===== config.mk =====
export PLATFORM = sky130hd
export DESIGN_NAME = ex_mem_reg
export DESIGN_NICKNAME = d
export VERILOG_FILES = /design/src/rtl/ex_mem_reg.sv
export SDC_FILE = /design/constraint.sdc
export NUM_CORES = 1
export LEC_CHECK = 0
export ABC_CLOCK_PERIOD_IN_PS = 3800
export CAP_MARGIN = 20
export CORE_MARGIN = 4
export CORE_UTILIZATION = 41
export CTS_CLUSTER_SIZE = 28
export DETAILED_ROUTE_END_ITERATION = 16
export PLACE_DENSITY_LB_ADDON = 0.05
export SETUP_SLACK_MARGIN = 0.2
export SLEW_MARGIN = 5
export SYNTH_ARGS = -nofsm -noshare
export SYNTH_HDL_FRONTEND = slang
export SYNTH_SLANG_ARGS = --single-unit

===== constraint.sdc =====
create_clock -name clk -period 3.8 [get_ports clk]
set_input_delay 0.76 -clock clk [delete_from_list [all_inputs] [get_ports clk]]
set_output_delay 0.76 -clock clk [all_outputs]
set_load 0.005 [all_outputs]

===== src/rtl/ex_mem_reg.sv =====
// ex_mem_reg
//   Pipeline register between the execute and memory stages. Captures the
//   ALU result, store data, branch/jump targets and memory/writeback
//   controls, and adds a valid bit. Supports stall (hold), flush (bubble)
//   and a halt drain sequence. Also keeps a sticky error flag and a
//   retired-instruction counter.
//
// Ports
//   clk, rst              clock (rising edge), async active-high reset
//   stall                 hold every register this cycle
//   flush                 load a bubble instead of the incoming instruction
//   in_valid              execute stage holds a real instruction
//   *_in / *_out          instruction fields, registered copy on load
//   valid_out             registered instruction is real
//   halted                pipeline has drained after a HALT
//   err_sticky            an error has been registered since reset
//   instr_count           number of valid instructions loaded (wraps)
//
// FSM states
//   state        | meaning
//   ST_RUN       | normal operation, instructions load as they arrive
//   ST_HALT_PEND | HALT just registered; next load is a forced bubble
//   ST_HALTED    | drained; only bubbles load, counter frozen

module ex_mem_reg #(
    parameter int DATA_W = 16,
    parameter int REG_AW = 3,
    parameter int CNT_W  = 16
) (
    input  logic              clk,
    input  logic              rst,
    input  logic              stall,
    input  logic              flush,
    input  logic              in_valid,
    input  logic [DATA_W-1:0] alu_result_in,
    input  logic [DATA_W-1:0] store_data_in,
    input  logic [DATA_W-1:0] branch_tgt_in,
    input  logic [DATA_W-1:0] jump_tgt_in,
    input  logic              mem_write_in,
    input  logic              mem_read_in,
    input  logic              reg_write_in,
    input  logic              mem_to_reg_in,
    input  logic [REG_AW-1:0] write_reg_in,
    input  logic              halt_in,
    input  logic              err_in,
    output logic [DATA_W-1:0] alu_result_out,
    output logic [DATA_W-1:0] store_data_out,
    output logic [DATA_W-1:0] branch_tgt_out,
    output logic [DATA_W-1:0] jump_tgt_out,
    output logic              mem_write_out,
    output logic              mem_read_out,
    output logic              reg_write_out,
    output logic              mem_to_reg_out,
    output logic [REG_AW-1:0] write_reg_out,
    output logic              halt_out,
    output logic              err_out,
    output logic              valid_out,
    output logic              halted,
    output logic              err_sticky,
    output logic [CNT_W-1:0]  instr_count
);

    typedef enum logic [1:0] {
        ST_RUN       = 2'd0,
        ST_HALT_PEND = 2'd1,
        ST_HALTED    = 2'd2
    } state_t;

    localparam logic [CNT_W-1:0] CNT_ONE = 1;

    state_t              state_q, state_d;
    logic                valid_q, valid_d;
    logic [DATA_W-1:0]   alu_result_q, alu_result_d;
    logic [DATA_W-1:0]   store_data_q, store_data_d;
    logic [DATA_W-1:0]   branch_tgt_q, branch_tgt_d;
    logic [DATA_W-1:0]   jump_tgt_q, jump_tgt_d;
    logic                mem_write_q, mem_write_d;
    logic                mem_read_q, mem_read_d;
    logic                reg_write_q, reg_write_d;
    logic                mem_to_reg_q, mem_to_reg_d;
    logic [REG_AW-1:0]   write_reg_q, write_reg_d;
    logic                halt_q, halt_d;
    logic                err_q, err_d;
    logic                halted_q, halted_d;
    logic                err_sticky_q, err_sticky_d;
    logic [CNT_W-1:0]    instr_count_q, instr_count_d;

    always_comb begin
        // Default: hold everything (covers stall).
        state_d       = state_q;
        valid_d       = valid_q;
        alu_result_d  = alu_result_q;
        store_data_d  = store_data_q;
        branch_tgt_d  = branch_tgt_q;
        jump_tgt_d    = jump_tgt_q;
        mem_write_d   = mem_write_q;
        mem_read_d    = mem_read_q;
        reg_write_d   = reg_write_q;
        mem_to_reg_d  = mem_to_reg_q;
        write_reg_d   = write_reg_q;
        halt_d        = halt_q;
        err_d         = err_q;
        halted_d      = halted_q;
        err_sticky_d  = err_sticky_q;
        instr_count_d = instr_count_q;

        if (!stall) begin
            // Every non-stalled edge loads a bubble unless a real
            // instruction is accepted below.
            valid_d      = 1'b0;
            alu_result_d = '0;
            store_data_d = '0;
            branch_tgt_d = '0;
            jump_tgt_d   = '0;
            mem_write_d  = 1'b0;
            mem_read_d   = 1'b0;
            reg_write_d  = 1'b0;
            mem_to_reg_d = 1'b0;
            write_reg_d  = '0;
            halt_d       = 1'b0;
            err_d        = 1'b0;

            case (state_q)
                ST_RUN: begin
                    if (in_valid && !flush) begin
                        valid_d       = 1'b1;
                        alu_result_d  = alu_result_in;
                        store_data_d  = store_data_in;
                        branch_tgt_d  = branch_tgt_in;
                        jump_tgt_d    = jump_tgt_in;
                        mem_write_d   = mem_write_in;
                        mem_read_d    = mem_read_in;
                        reg_write_d   = reg_write_in;
                        mem_to_reg_d  = mem_to_reg_in;
                        write_reg_d   = write_reg_in;
                        halt_d        = halt_in;
                        err_d         = err_in;
                        instr_count_d = instr_count_q + CNT_ONE;
                        if (halt_in) begin
                            state_d = ST_HALT_PEND;
                        end
                    end
                end
                ST_HALT_PEND: begin
                    halted_d = 1'b1;
                    state_d  = ST_HALTED;
                end
                ST_HALTED: begin
                    halted_d = 1'b1;
                end
                default: begin
                    state_d = ST_RUN;
                end
            endcase

            err_sticky_d = err_sticky_q | err_d;
        end
    end

    always_ff @(posedge clk or posedge rst) begin
        if (rst) begin
            state_q       <= ST_RUN;
            valid_q       <= 1'b0;
            alu_result_q  <= '0;
            store_data_q  <= '0;
            branch_tgt_q  <= '0;
            jump_tgt_q    <= '0;
            mem_write_q   <= 1'b0;
            mem_read_q    <= 1'b0;
            reg_write_q   <= 1'b0;
            mem_to_reg_q  <= 1'b0;
            write_reg_q   <= '0;
            halt_q        <= 1'b0;
            err_q         <= 1'b0;
            halted_q      <= 1'b0;
            err_sticky_q  <= 1'b0;
            instr_count_q <= '0;
        end else begin
            state_q       <= state_d;
            valid_q       <= valid_d;
            alu_result_q  <= alu_result_d;
            store_data_q  <= store_data_d;
            branch_tgt_q  <= branch_tgt_d;
            jump_tgt_q    <= jump_tgt_d;
            mem_write_q   <= mem_write_d;
            mem_read_q    <= mem_read_d;
            reg_write_q   <= reg_write_d;
            mem_to_reg_q  <= mem_to_reg_d;
            write_reg_q   <= write_reg_d;
            halt_q        <= halt_d;
            err_q         <= err_d;
            halted_q      <= halted_d;
            err_sticky_q  <= err_sticky_d;
            instr_count_q <= instr_count_d;
        end
    end

    assign valid_out      = valid_q;
    assign alu_result_out = alu_result_q;
    assign store_data_out = store_data_q;
    assign branch_tgt_out = branch_tgt_q;
    assign jump_tgt_out   = jump_tgt_q;
    assign mem_write_out  = mem_write_q;
    assign mem_read_out   = mem_read_q;
    assign reg_write_out  = reg_write_q;
    assign mem_to_reg_out = mem_to_reg_q;
    assign write_reg_out  = write_reg_q;
    assign halt_out       = halt_q;
    assign err_out        = err_q;
    assign halted         = halted_q;
    assign err_sticky     = err_sticky_q;
    assign instr_count    = instr_count_q;

endmodule

Yosys cells after proc, flatten, opt, wreduce, memory -nomap -nowiden
Cells that the tools add are included.
- $add $sub $neg: 1
- $mul: 0
- divide/modulo/power cells: 0
- $lt $le $gt $ge: 0
- eq/ne operators: 4
- shift-type cells: 0
- multiplexer cells: 28
- bitwise gates (word level): 3
- reductions and logical operators: 7
- operators by type and width (operator ; number):
    16-bit 2-to-1 mux ; 8
    16-bit by 1-bit adder with 16-bit output, second input constant ; 1
    1-bit 2-to-1 mux ; 15
    3-bit 2-to-1 mux ; 2
    2-bit case mux with 3 select lines ; 1
    2-bit 2-to-1 mux ; 2
    2-bit != test, second input constant ; 2
    4-bit AND reduction ; 1
    3-bit AND reduction ; 1
    2-bit by 1-bit equality test with 1-bit output, second input constant ; 1
    2-bit equality test, second input constant ; 1
    2-bit logical NOT ; 1
    1-bit inverter ; 2
    2-bit AND reduction ; 1
    2-bit OR reduction ; 1
    1-bit logical AND ; 1
    1-bit logical NOT ; 1
    1-bit OR ; 1
- flip-flop bits (word level): 94
- latch bits: 0
- memory bits (writable): 0
- memory bits (read-only): 0
- input port bits: 78
- output and inout bits: 92
- logic and storage cells: 59
- memories: 0

Depth between registers and ports, before layout
- depth after elaboration: 6
- mapped depth: 8
- gate-level depth less buffers: 6

Worst setup path after synthesis
No wires, ideal clock.
- path type: input port to flip-flop
- from: in stall
- to: reg instr_count_q[12] (netlist: instr_count[12])
- library setup time: 0.125 ns
- arrival time: 1.931 ns
- data required time: 3.675 ns
- slack: 1.745 ns
- cell stages on the path: 5
- path buffers: 1
- cells stage by stage: buf_6 > nand4bb_4 > or4_4 > nand2b_4 > xnor2_2
- word-level cells in the longest chain between the ends: 2
- RTL lines (item ; RTL line ; text):
    start: declaration ; 32 ; input logic stall,
    1-bit inverter (no line) ; - ;
    3-bit AND reduction (no line) ; - ;
    end signal: assignment ; 194 ; instr_count_q <= instr_count_d;
    end: declaration ; 86 ; logic [CNT_W-1:0] instr_count_q, instr_count_d;
Every way passes these cells.
A chain may end at the register's enable or synchronous reset.

Worst setup path in the final report
- from: in in_valid
- to: reg instr_count_q[6] (netlist: instr_count[6])
- word-level cells in the longest chain between the ends: 2
- RTL lines (item ; RTL line ; text):
    start: declaration ; 34 ; input logic in_valid,
    1-bit logical AND ; 125 ; if (in_valid && !flush) begin
    3-bit AND reduction (no line) ; - ;
Every way passes these cells.

==> metrics.txt <==
Final Critical Period approximately 2.2 ns; Total Wirelength around 9000 um; global-route wire length before repair 14500 um; Die W 101 um; post-synth cell types 28; start of the worst register-to-register path state_q[0]$_DFFE_PP0P_; Slew @ Worst Pin between 0.7 and 0.8 ns; final setup fails 0; Vias per Instance 5.01; Startpoint Class input port; Pint between 0.0015 and 0.002 W; initial DRC count 72; die area ~10000 um^2; crit path max-delay cell type clkdlybuf4s50_1; Initial Utilization 0.427; GRT Util Overall 0.183; Worst Setup SP in_valid; syn_area_per_cell about 14 um^2; Final Util 0.667; Worst path max stage delay roughly 0.56 ns; TritonCTS Buffers 9; GPL Wtd Cong a little over 0.7; # resized after CTS 0; vias in the first global route 2818; DRC 0; Max Cap Violations 0; post-CTS setup buffer count 0; worst-path cell chain clkdlybuf4s50_1 > nor4bb_4 > buf_4 > nand2_1 > nor2_1 > xor2_1; TritonCTS Sinks 94; CP Max Fanout 38; n_diodes 0; Arrival @ worst endpoint ~2.5 ns; PortBufs 169; H-tree levels 3; worst setup path endpoint instr_count[6]$_DFFE_PP0P_; Ys Warns 0; power density cells 444 nW/um^2; Post-Place Setup Slack approximately 1.2 ns; Core Area 8300 um^2; Critical Path RT roughly 4 ns; CTS Root Cell clkbuf_8; Logic pwr share 0.237; clock-pin slew on the worst setup and hold paths about 0.08 ns; wire per inst 17.2 um; fin crit share 0.590; nets 496; Sw Ratio 0.259; final hold violations 0; layout cells sized above 1 0.0742; area post-placement ~5300 um^2; Design Area, Final 5540 um^2; final worst slack approximately 1.6 ns; Max Clock Freq about 450 MHz; #FFs+latches synth 94; Skew-Pair Late Insertion Delay between 0.3 and 0.4 ns; Layout Skew 0.0124 ns; Routed Antenna Nets 0; HP Class flop to flop; Rows 33; first-pass iteration count of the detailed router 4; CTS tree yes; CTS Hold Bufs 0; max-slew headroom at the worst pin 0.478; FF-to-FF setup slack between 1.5 and 2 ns; peak supply drop 209 uV; Fillers roughly 660; Clk pwr share 0.269; Design Power around 0.0025 W; grt total ovfl 0; setup_tns 0 ns; # IOs 170; DP Wirelength 6390 um; switching power roughly 0.00064 W; critical path endpoint category flop; Mapped Area 3550 um^2; Sequential Power Share 0.494; RSZ-0062 raised after global routing no; Syn Inst Count 247; sequential share of the synthesized area 0.663; clock buffer depth 2; initial antenna violation count 0; reg2reg path depth 7; pin count of the biggest net entering global routing 79; Vias between 2000 and 3000; Lkg Pwr 2.49 nW; die height between 100 and 150 um; Max Transition Viols Final 0; Layout area overhead 56.0%; r2r endpoint instr_count[6]$_DFFE_PP0P_; status finished, final reports clean; syn nets between 300 and 400; crit path kind input port to flop
how the worst min path moves through the flow:
| stage | startpoint | end | slack (ns) | cells past startpoint |
|---|---|---|---|---|
| floorplan | err_sticky$_DFFE_PP0N_ | err_sticky$_DFFE_PP0N_ | 0.45 | 1 |
| global placement | err_sticky$_DFFE_PP0N_ | err_sticky$_DFFE_PP0N_ | 0.44 | 1 |
| detailed placement | halted$_DFFE_PP0P_ | halted$_DFFE_PP0P_ | 0.45 | 1 |
| CTS | halted$_DFFE_PP0P_ | halted$_DFFE_PP0P_ | 0.47 | 1 |
| global route | halted$_DFFE_PP0P_ | halted$_DFFE_PP0P_ | 0.48 | 1 |
| finish | halted$_DFFE_PP0P_ | halted$_DFFE_PP0P_ | 0.46 | 1 |
sequential cells by signal (all words and copies together), names as in the netlist, 2 cells and up:
signal and count:
alu_result_out 16, branch_tgt_out 16, instr_count 16, jump_tgt_out 16
state_q 2, store_data_out 16, write_reg_out 3
kinds of logic after synthesis:
group | share of synthesized area
buf+inv | 0.0293
xor+xnor | 0.0413
simple gates | 0.0614
compound gates | 0.191
fa+ha+maj | 0.0141
flops | 0.663
final cells by class:
| cell class | instances | area, um^2 | share of cell area |
|---|---|---|---|
| inverter | 6 | 25.0 | 0.00452 |
| multi-input combinational | 129 | 1110 | 0.200 |
| timing repair buffer | 174 | 1720 | 0.311 |
| sequential | 94 | 2350 | 0.425 |
| clock buffer | 10 | 138 | 0.0249 |
| clock inverter | 5 | 58.8 | 0.0106 |
| tap | 105 | 131 | 0.0237 |
worst max-delay path, delay by kind of cell:
| kind | cells | cell delay (ns) |
|---|---|---|
| buffers and inverters | 2 | 0.96 |
| AND/OR/NAND/NOR | 3 | 0.64 |
| XOR/XNOR | 1 | 0.15 |
cell usage in the layout, fill, tap and decap left out, types with 2 or more instances in the layout:
cell type and n:
a21o_1 2, a22o_1 73, clkbuf_8 10, nand4_1 3, nand2_1 12, xnor2_2 2, nor2_1 2, nand2b_4 2
clkdlybuf4s50_1 168, dfrtp_1 94, inv_1 5, ha_1 4, and4_1 2, xor2_1 3, xnor2_1 10, clkinvlp_4 2
buf_4 5, nand3_1 3
power by group through the flow:
stage / sequential [W] / clock [W] / combinational (W)
detailed placement: 0.00123 / 0 / 0.000595
floorplan: 0.00123 / 0 / 0.000205
CTS: 0.00121 / 0.000687 / 0.000597
global route: 0.00123 / 0.000725 / 0.000636
finish: 0.00121 / 0.000661 / 0.000582
global placement: 0.00123 / 0 / 0.000585
synthesized netlist by cell type:
| cell type | instances | area share |
|---|---|---|
| a211oi_1 | 1 | 0.0021 |
| a21o_1 | 2 | 0.0042 |
| a22o_1 | 73 | 0.18 |
| and3_1 | 1 | 0.0018 |
| and4_1 | 2 | 0.0049 |
| buf_2 | 5 | 0.0071 |
| buf_6 | 1 | 0.0032 |
| clkbuf_1 | 12 | 0.013 |
| dfrtp_1 | 94 | 0.66 |
| ha_1 | 4 | 0.014 |
| inv_1 | 6 | 0.0063 |
| nand2_1 | 12 | 0.013 |
| nand2b_4 | 2 | 0.0078 |
| nand3_1 | 3 | 0.0042 |
| nand3b_1 | 1 | 0.0021 |
| nand4_1 | 3 | 0.0053 |
| nand4bb_4 | 1 | 0.0078 |
| nor2_1 | 2 | 0.0021 |
| nor2_2 | 1 | 0.0018 |
| nor3_1 | 1 | 0.0014 |
| nor4_2 | 1 | 0.0035 |
| nor4bb_1 | 1 | 0.0028 |
| o21ai_0 | 1 | 0.0014 |
| o32a_1 | 1 | 0.0028 |
| or4_4 | 1 | 0.0032 |
| xnor2_1 | 10 | 0.025 |
| xnor2_2 | 2 | 0.0092 |
| xor2_1 | 3 | 0.0074 |
per-layer routing:
layer  share of wire  routed length (um)  vias to the layer above  global-route usage
met4           0.022                 196                        0              0.0787
met2            0.48                4320                       98               0.282
met1            0.42                3740                     1263               0.238
met3           0.081                 731                       16              0.0581
li1                -                   -                     1243                   -
met5               0                   0                        -                   0
stage by stage:
stage	hold slack (ns)	instances
2_1_floorplan	0.451	247
3_3_place_gp	0.443	508
3_5_place_dp	0.449	508
4_1_cts	0.469	523
5_1_grt	0.476	523
6_report	0.464	523
Power figures use the tool's default switching activity.
